`src/rtl/ahb_master_arbiter_if.sv`:
```
// Bundles the requester-side handshake and the shared AHB-Lite slave port.
// The arbiter uses the master modport; the environment uses the slave modport.
interface ahb_master_arbiter_if #(
  parameter int numReq    = 2,
  parameter int addrWidth = 8,
  parameter int dataWidth = 32
);
  logic [numReq-1:0]           req;
  logic [numReq*addrWidth-1:0] req_addr;
  logic [numReq-1:0]           req_write;
  logic [numReq*dataWidth-1:0] req_wdata;
  logic [numReq-1:0]           grant;
  logic [numReq-1:0]           done;
  logic [dataWidth-1:0]        rdata;
  logic                        busy;
  logic                        hselx;
  logic [addrWidth-1:0]        haddr;
  logic                        hwrite;
  logic [1:0]                  htrans;
  logic [dataWidth-1:0]        hwdata;
  logic                        hready;
  logic [dataWidth-1:0]        hrdata;

  modport master (
    input  req, req_addr, req_write, req_wdata, hready, hrdata,
    output grant, done, rdata, busy, hselx, haddr, hwrite, htrans, hwdata
  );

  modport slave (
    output req, req_addr, req_write, req_wdata, hready, hrdata,
    input  grant, done, rdata, busy, hselx, haddr, hwrite, htrans, hwdata
  );
endinterface

```
`src/rtl/ahb_master_arbiter.sv`:
```
// Round-robin arbiter sharing one AHB-Lite port among numReq requesters,
// running one single-beat NONSEQ transfer at a time through ADDR and DATA phases.
module ahb_master_arbiter #(
  parameter int numReq    = 2,
  parameter int addrWidth = 8,
  parameter int dataWidth = 32
) (
  input logic                 hclk_i,
  input logic                 hreset_i,
  ahb_master_arbiter_if.master bus
);

  localparam int idxW = (numReq > 1) ? $clog2(numReq) : 1;
  localparam logic [idxW-1:0] lastIdx  = idxW'(numReq - 1);
  localparam logic [idxW:0]   numReqW  = (idxW+1)'(numReq);

  typedef enum logic [1:0] {
    IDLE = 2'd0,
    ADDR = 2'd1,
    DATA = 2'd2
  } state_e;

  state_e                 state_q, state_d;
  logic [idxW-1:0]        ptr_q, ptr_d;
  logic [idxW-1:0]        owner_q, owner_d;
  logic [addrWidth-1:0]   addr_q, addr_d;
  logic                   write_q, write_d;
  logic [dataWidth-1:0]   wdata_q, wdata_d;
  logic [numReq-1:0]      grant_q, grant_d;
  logic [numReq-1:0]      done_q, done_d;
  logic [dataWidth-1:0]   rdata_q, rdata_d;

  logic                   found;
  logic [idxW-1:0]        pick;
  logic [idxW:0]          candWide;
  logic [idxW-1:0]        cand;

  // Search starts one past the last owner so the previous winner ranks last.
  always_comb begin
    found    = 1'b0;
    pick     = '0;
    candWide = '0;
    cand     = '0;
    for (int i = 1; i <= numReq; i++) begin
      candWide = {1'b0, ptr_q} + (idxW+1)'(i);
      if (candWide >= numReqW) candWide = candWide - numReqW;
      cand = candWide[idxW-1:0];
      if (!found && bus.req[cand]) begin
        found = 1'b1;
        pick  = cand;
      end
    end
  end

  always_ff @(posedge hclk_i or posedge hreset_i) begin
    if (hreset_i) begin
      state_q <= IDLE;
      ptr_q   <= lastIdx;
      owner_q <= '0;
      addr_q  <= '0;
      write_q <= 1'b0;
      wdata_q <= '0;
      grant_q <= '0;
      done_q  <= '0;
      rdata_q <= '0;
    end else begin
      state_q <= state_d;
      ptr_q   <= ptr_d;
      owner_q <= owner_d;
      addr_q  <= addr_d;
      write_q <= write_d;
      wdata_q <= wdata_d;
      grant_q <= grant_d;
      done_q  <= done_d;
      rdata_q <= rdata_d;
    end
  end

  always_comb begin
    state_d = state_q;
    ptr_d   = ptr_q;
    owner_d = owner_q;
    addr_d  = addr_q;
    write_d = write_q;
    wdata_d = wdata_q;
    grant_d = grant_q;
    done_d  = '0;
    rdata_d = rdata_q;
    case (state_q)
      IDLE: begin
        if (found) begin
          owner_d       = pick;
          addr_d        = bus.req_addr[pick*addrWidth +: addrWidth];
          write_d       = bus.req_write[pick];
          wdata_d       = bus.req_wdata[pick*dataWidth +: dataWidth];
          grant_d       = '0;
          grant_d[pick] = 1'b1;
          state_d       = ADDR;
        end
      end
      ADDR: begin
        if (bus.hready) state_d = DATA;
      end
      DATA: begin
        if (bus.hready) begin
          if (!write_q) rdata_d = bus.hrdata;
          done_d  = grant_q;
          ptr_d   = owner_q;
          grant_d = '0;
          state_d = IDLE;
        end
      end
      default: state_d = IDLE;
    endcase
  end

  // Bus outputs decode from state so an async reset idles them at once.
  assign bus.grant  = grant_q;
  assign bus.done   = done_q;
  assign bus.rdata  = rdata_q;
  assign bus.busy   = (state_q != IDLE);
  assign bus.hselx  = (state_q == ADDR);
  assign bus.htrans = (state_q == ADDR) ? 2'b10 : 2'b00;
  assign bus.haddr  = (state_q == ADDR) ? addr_q : '0;
  assign bus.hwrite = (state_q == ADDR) && write_q;
  assign bus.hwdata = ((state_q == DATA) && write_q) ? wdata_q : '0;

endmodule
```
`src/flat_wrapper.sv`:
```
// flat-port wrapper written by rule: the top's interface ports become plain ports
module ahb_master_arbiter_flat 
#(
  parameter int numReq    = 2,
  parameter int addrWidth = 8,
  parameter int dataWidth = 32
)
  (hclk_i, hreset_i, bus_req, bus_req_addr, bus_req_write, bus_req_wdata, bus_hready, bus_hrdata, bus_grant, bus_done, bus_rdata, bus_busy, bus_hselx, bus_haddr, bus_hwrite, bus_htrans, bus_hwdata);
  ahb_master_arbiter_if #(.numReq(numReq), .addrWidth(addrWidth), .dataWidth(dataWidth)) bus_i ();
  input logic hclk_i;
  input logic hreset_i;
  input wire logic [$bits(bus_i.req)-1:0] bus_req;
  input wire logic [$bits(bus_i.req_addr)-1:0] bus_req_addr;
  input wire logic [$bits(bus_i.req_write)-1:0] bus_req_write;
  input wire logic [$bits(bus_i.req_wdata)-1:0] bus_req_wdata;
  input wire logic [$bits(bus_i.hready)-1:0] bus_hready;
  input wire logic [$bits(bus_i.hrdata)-1:0] bus_hrdata;
  output wire logic [$bits(bus_i.grant)-1:0] bus_grant;
  output wire logic [$bits(bus_i.done)-1:0] bus_done;
  output wire logic [$bits(bus_i.rdata)-1:0] bus_rdata;
  output wire logic [$bits(bus_i.busy)-1:0] bus_busy;
  output wire logic [$bits(bus_i.hselx)-1:0] bus_hselx;
  output wire logic [$bits(bus_i.haddr)-1:0] bus_haddr;
  output wire logic [$bits(bus_i.hwrite)-1:0] bus_hwrite;
  output wire logic [$bits(bus_i.htrans)-1:0] bus_htrans;
  output wire logic [$bits(bus_i.hwdata)-1:0] bus_hwdata;
  assign bus_i.req = bus_req;
  assign bus_i.req_addr = bus_req_addr;
  assign bus_i.req_write = bus_req_write;
  assign bus_i.req_wdata = bus_req_wdata;
  assign bus_i.hready = bus_hready;
  assign bus_i.hrdata = bus_hrdata;
  assign bus_grant = bus_i.grant;
  assign bus_done = bus_i.done;
  assign bus_rdata = bus_i.rdata;
  assign bus_busy = bus_i.busy;
  assign bus_hselx = bus_i.hselx;
  assign bus_haddr = bus_i.haddr;
  assign bus_hwrite = bus_i.hwrite;
  assign bus_htrans = bus_i.htrans;
  assign bus_hwdata = bus_i.hwdata;
  ahb_master_arbiter #(.numReq(numReq), .addrWidth(addrWidth), .dataWidth(dataWidth)) u_core (.hclk_i(hclk_i), .hreset_i(hreset_i), .bus(bus_i));
endmodule
```
`config.mk`:
```
export PLATFORM = sky130hd
export DESIGN_NAME = ahb_master_arbiter_flat
export DESIGN_NICKNAME = d
export VERILOG_FILES = /design/src/rtl/ahb_master_arbiter_if.sv /design/src/rtl/ahb_master_arbiter.sv /design/src/flat_wrapper.sv
export SDC_FILE = /design/constraint.sdc
export NUM_CORES = 1
export LEC_CHECK = 0
export BUFFER_PORTS_ARGS = -buffer_cell sky130_fd_sc_hd__clkbuf_2
export CAP_MARGIN = 0
export CORE_MARGIN = 5
export CORE_UTILIZATION = 25
export DETAILED_ROUTE_END_ITERATION = 6
export GPL_ROUTABILITY_DRIVEN = 0
export GPL_TIMING_DRIVEN = 0
export HOLD_SLACK_MARGIN = 0.12
export PLACE_DENSITY = 0.56
export SYNTH_ARGS = -nofsm -noshare
export SYNTH_HDL_FRONTEND = slang
export SYNTH_SLANG_ARGS = --single-unit
```
`constraint.sdc`:
```
create_clock -name hclk_i -period 3.05 [get_ports hclk_i]
set_input_delay 0.4575 -clock hclk_i [delete_from_list [all_inputs] [get_ports hclk_i]]
set_output_delay 0.4575 -clock hclk_i [all_outputs]
set_load 0.1 [all_outputs]
```
== Word level (Yosys, flattened, before mapping) ==
Cells that the tools add are included.

* Register bits: 81
* Input port bits: 119
* Output and inout bits: 81
* Logic and storage cells: 65

* Add/subtract/negate cells: 4
* $lt $le $gt $ge: 6
* Equal/unequal tests: 5
* Shifts and indexed selects: 2
* Mux-type cells: 25
* Bitwise operators: 1
* Reductions and logical operators: 13

{| class="wikitable"
|+ Operator list
! kind !! number
|-
| variable part select 64 x 7 -> 32 bit || 1
|-
| two-way mux 32 bit || 1
|-
| variable part select 16 x 5 -> 8 bit || 1
|-
| two-way mux 2 bit || 7
|-
| two-way mux 1 bit || 13
|-
| AND reduction 3 bit || 3
|-
| two-way mux 8 bit || 1
|-
| less-than comparator 1 x 2 -> 1 bit (second input constant) || 3
|-
| case mux 2 bit (3 select lines) || 1
|-
| greater-or-equal comparator 2 bit (second input constant) || 2
|-
| logical AND 1 bit || 4
|-
| != test 2 bit (second input constant) || 2
|-
| case mux 2 bit (2 select lines) || 1
|-
| AND reduction 2 bit || 2
|-
| nonzero test 2 bit || 2
|-
| adder 1 x 1 -> 2 bit (second input constant) || 1
|-
| adder 1 x 2 -> 2 bit (second input constant) || 1
|-
| equality test 2 x 1 -> 1 bit (second input constant) || 1
|-
| equality test 2 bit (second input constant) || 1
|-
| logical NOT 2 bit || 1
|-
| != test 2 x 1 -> 1 bit (second input constant) || 1
|-
| subtractor 1 bit (second input constant) || 2
|-
| demux 1 bit (select 1 bit) || 1
|-
| greater-or-equal comparator 1 bit (second input constant) || 1
|-
| 2 further kinds || 2
|}

== Logic depth before layout (Yosys ltp) ==
* Word-level depth: 15
* Depth in mapped cells: 5
* Depth with buffers taken out: 3

== Least setup slack after synthesis ==
No wires, ideal clock.

* Kind: register -> output
* Start point: register u_core.state_q[1]
* End point: output port bus_haddr[0]
* Data arrival time: 2.446 ns
* Required time: 2.592 ns
* Path slack: 0.147 ns
* Cell stages (with the launch flop): 4
* Buffers on the path: 1
* Path through: dfrtp_1 > nor2b_1 > clkbuf_1 > and2_1

* Word-level cells in the longest chain between the ends: 2

{| class="wikitable"
|+ RTL lines
! what !! line !! text
|-
| from (decl) || ahb_master_arbiter.sv:23 || <nowiki>state_e state_q, state_d;</nowiki>
|-
| from (signal assigned) || ahb_master_arbiter.sv:67 || <nowiki>state_q <= state_d;</nowiki>
|-
| equality test 2 x 1 -> 1 bit || - ||
|-
| named net bus_hselx || flat_wrapper.sv:22 || <nowiki>output wire logic [$bits(bus_i.hselx)-1:0] bus_hselx;</nowiki>
|-
| two-way mux 8 bit || ahb_master_arbiter.sv:124 || <nowiki>assign bus.haddr = (state_q == ADDR) ? addr_q : '0;</nowiki>
|-
| to (decl) || flat_wrapper.sv:23 || <nowiki>output wire logic [$bits(bus_i.haddr)-1:0] bus_haddr;</nowiki>
|}

The timed path passes the listed nets, and every way through them passes these cells.

== Worst setup path in the final report ==
* Start point: register u_core.write_q
* End point: output port bus_hwdata[30]

* Word-level cells in the longest chain between the ends: 2

{| class="wikitable"
|+ RTL lines
! what !! line !! text
|-
| from (decl) || ahb_master_arbiter.sv:27 || <nowiki>logic write_q, write_d;</nowiki>
|-
| from (signal assigned) || ahb_master_arbiter.sv:71 || <nowiki>write_q <= write_d;</nowiki>
|-
| logical AND 1 bit || ahb_master_arbiter.sv:126 || <nowiki>assign bus.hwdata = ((state_q == DATA) && write_q) ? wdata_q : '0;</nowiki>
|-
| two-way mux 32 bit || ahb_master_arbiter.sv:126 ||
|-
| to (decl) || flat_wrapper.sv:26 || <nowiki>output wire logic [$bits(bus_i.hwdata)-1:0] bus_hwdata;</nowiki>
|}

Every way passes these cells.

==> results list <==
* Via count of the first global-routing pass: 3151
- Data on the critical path is required at its endpoint by 2590 ps.
- Clock tree synthesis inserted a total of 9 buffers.
* Util after Layout: 35.5%
- Largest stage delay on the critical path: 460 ps
* Starting density of the core: 25.3%
- For this run, the total global-route usage over all layers was measured as 11.4%.
- In this run the worst hold path is classified as in2async.
- The number of antenna diodes in the final layout is 0.
* Summed instance area of the synthesized netlist: 4000 um^2
* Final hold viol count: 0
* Number of placed I/O pins: 200
* # rows: 46
- For this block, the initial DRC count from the detailed router was 75.
- H-tree level count: 3
- Final clock skew: 6.28 ps
- Port Buffers: 198
- The die is 136 um tall.
- The worst setup path is of the reg2out kind.
- STA classifies the critical path startpoint as a flop.
- Max-cap violations in this run came to 0.
- Nature of the critical path endpoint: output pin
- The count of pins over their slew limit was 0.
- Count of unique library cells instantiated by Yosys: 23
* Critical Path Fanout Max: 10
- In this run, synthesis produced a sequential element count of 81.
* Antenna viol nets, final: 0
- Portion of the post-synthesis area used by sequential elements: 50.8%
- Setup violations remaining at the end of the flow were counted as 0.
* Unrepaired setup endpoints after global routing: no
- TritonCTS built the clock tree.
- In the final layout, the share of cells above drive strength 1 is 69.8%.
- Synthesis produced 278 cells.
- The first global-routing pass estimated 16400 um of wire.
- Cell at the root of the clock tree: sky130_fd_sc_hd__clkbuf_16
- Critical Path AT: 2150 ps
* Synth Net Count: 397
* Post-Place Cell Area: 5280 um^2
- Buffers added to address setup during post-CTS repair amount to 0.
- Final net count: 607
- Walking the worst path, the cells encountered are and3b_1 -> clkbuf_1 -> and2_1 -> clkbuf_2.
* Period utilization: 85.6%
- Clock Pin Slew Worst Setup and Hold Paths: 60 ps
- Critical-path top delay cell: sky130_fd_sc_hd__clkbuf_2
- The finished cells cover 5600 um^2.
- Clock network latency to the later pin of the worst-skew pair: 330 ps
* Area of the die: 18600 um^2
* Hold_buf cts: 0
- The total area inside the core boundary comes to 15800 um^2.
- The number of antenna violations at the first check in global routing was 0.
* Count of unresolved DRC violations after routing: 0
- Slack of the critical path: 440 ps
- The first TritonRoute pass finished after 4 iterations.
- For this design, the sink count on the clock tree is 81.
* Slew headroom: 62.5%
- Total number of vias: 2878
- Total global routing overflow: 0
* Per-cell routed wire length: 14.6 um
- OpenSTA, run right after detailed placement, puts the worst setup slack at 687 ps.
- Maximum number of pins on one net before global-route repair: 44
- The smallest clock period supported by the final layout is computed as 2610 ps.
- Area growth, synth to finish: 40.2%
* Cts repair resizes: 0
- The flow ran to the end, and the final reports show no timing, DRC or antenna violations.
- Summed over all layers, the routed wires come to 10400 um.
- Buffers from clock root to sink, at most: 2
* Count of yosys warnings during synthesis: 0
- Measured along the x axis, the die boundary spans 136 um.
- Via density per instance: 4.06
- Mean instance size in the synthesized netlist: 14.4 um^2
- Detailed Place HPWL: 8190 um
- Based on the critical path, the design can be clocked at up to 383 MHz.
- At the pin with the least slew margin, the transition time is 564 ps.
==> state kept, by name, indices dropped and copies added (netlist names) <==
signal            cells
u_core.addr_q         8
u_core.bus.done       2
u_core.bus.grant      2
u_core.bus.rdata     32
u_core.owner_q        1
u_core.ptr_q          1
u_core.state_q        2
u_core.wdata_q       32
u_core.write_q        1
==> area by class of cell <==
class	instances	area [um^2]
multi-input combinational	174	1820
timing repair buffer	199	1010
buffer	18	129
sequential	81	2030
clock buffer	14	264
clock inverter	2	60.1
fill	1614	10200
tap	216	270
inverter	5	21.3
==> cells by family after synthesis <==
| logic type | Yosys count | synth area share [%] |
|---|---|---|
| AOI/OAI and AO/OA | 7 | 1.47 |
| buffers and inverters | 23 | 3.70 |
| DFF | 81 | 50.8 |
| muxes | 116 | 36.4 |
| other | 1 | 0.0939 |
| and+or+nand+nor | 50 | 7.55 |
==> Yosys cell counts (all sizes together) <==
master  number  area [um^2]
a21bo        1         10.0
a21boi       1         7.51
a22o         2         17.5
a32o         1         10.0
and2        41          257
and3b        1         8.76
buf         14          114
clkbuf       4         15.0
conb         1         3.75
dfrtp       80         2000
dfstp        1         26.3
inv          5         18.8
mux2       115         1450
mux2i        1         10.0
nand2        1         3.75
nand3b       1         7.51
nor2         5         18.8
nor2b        1         6.26
o21ai        2         13.8
==> worst paths after layout <==
check / from / cells after the start / slack, ps / endpoint
max in group asynchronous: hreset_i / 3 / 2230 / u_core.ptr_q
hold reg to reg: u_core.wdata_q[5] / 1 / 500 / u_core.wdata_q[5]
min in group hclk_i: bus_hrdata[22] / 2 / 360 / u_core.bus.rdata[22]
setup reg to reg: u_core.state_q[0] / 4 / 1180 / u_core.bus.rdata[8]
hold / removal: hreset_i / 2 / 150 / u_core.wdata_q[3]
setup / recovery: u_core.write_q / 4 / 440 / bus_hwdata[30]
==> per-layer routing <==
| metal | vias up | track usage [%] | part of all wire (%) |
|---|---|---|---|
| met1 | 1367 | 14.0 | 43 |
| met2 | 127 | 18.7 | 48 |
| li1 | 1375 | - | - |
| met5 | - | 0 | 0 |
| met3 | 9 | 3.37 | 8.1 |
| met4 | 0 | 4.59 | 1.4 |
==> metrics by stage <==
step / hold slack, ps / TNS, ps / std cells
3_3_place_gp: 479 / -50320 / 692
2_1_floorplan: 469 / 0 / 278
6_report: 151 / 0 / 709
5_1_grt: 201 / 0 / 709
4_1_cts: 175 / 0 / 709
3_5_place_dp: 485 / 0 / 693
==> worst max-delay path, delay by kind of cell, from the launching register on <==
kind	cells	cell delay [ps]
buffers and inverters	2	830
AND/OR/NAND/NOR	2	550
flip-flops	1	440
==> placed cells by master (no fill, tap or decap) <==
| cell type | n |
|---|---|
| sky130_fd_sc_hd__and3b_1 | 1 |
| sky130_fd_sc_hd__a21boi_0 | 1 |
| sky130_fd_sc_hd__clkbuf_8 | 2 |
| sky130_fd_sc_hd__mux2_2 | 75 |
| sky130_fd_sc_hd__mux2_4 | 40 |
| sky130_fd_sc_hd__buf_2 | 4 |
| sky130_fd_sc_hd__bufinv_16 | 2 |
| sky130_fd_sc_hd__dfstp_2 | 1 |
| sky130_fd_sc_hd__conb_1 | 1 |
| sky130_fd_sc_hd__mux2i_1 | 1 |
| sky130_fd_sc_hd__nor2_1 | 5 |
| sky130_fd_sc_hd__clkbuf_1 | 7 |
| sky130_fd_sc_hd__inv_1 | 4 |
| sky130_fd_sc_hd__nand3b_1 | 1 |
| sky130_fd_sc_hd__nor2b_1 | 1 |
| sky130_fd_sc_hd__nand2_1 | 1 |
| sky130_fd_sc_hd__clkbuf_2 | 198 |
| sky130_fd_sc_hd__o21ai_2 | 1 |
| sky130_fd_sc_hd__buf_12 | 1 |
| sky130_fd_sc_hd__inv_4 | 1 |
| sky130_fd_sc_hd__dfrtp_1 | 80 |
| sky130_fd_sc_hd__buf_6 | 5 |
| sky130_fd_sc_hd__and2_1 | 41 |
| sky130_fd_sc_hd__buf_4 | 5 |
| sky130_fd_sc_hd__clkbuf_16 | 9 |
| sky130_fd_sc_hd__a21bo_1 | 1 |
| sky130_fd_sc_hd__o21ai_0 | 1 |
| sky130_fd_sc_hd__a22o_1 | 2 |
| sky130_fd_sc_hd__a32o_1 | 1 |
Power is not shown: default switching activity piles up to over one toggle a cycle in this logic, so the estimate is an artifact.
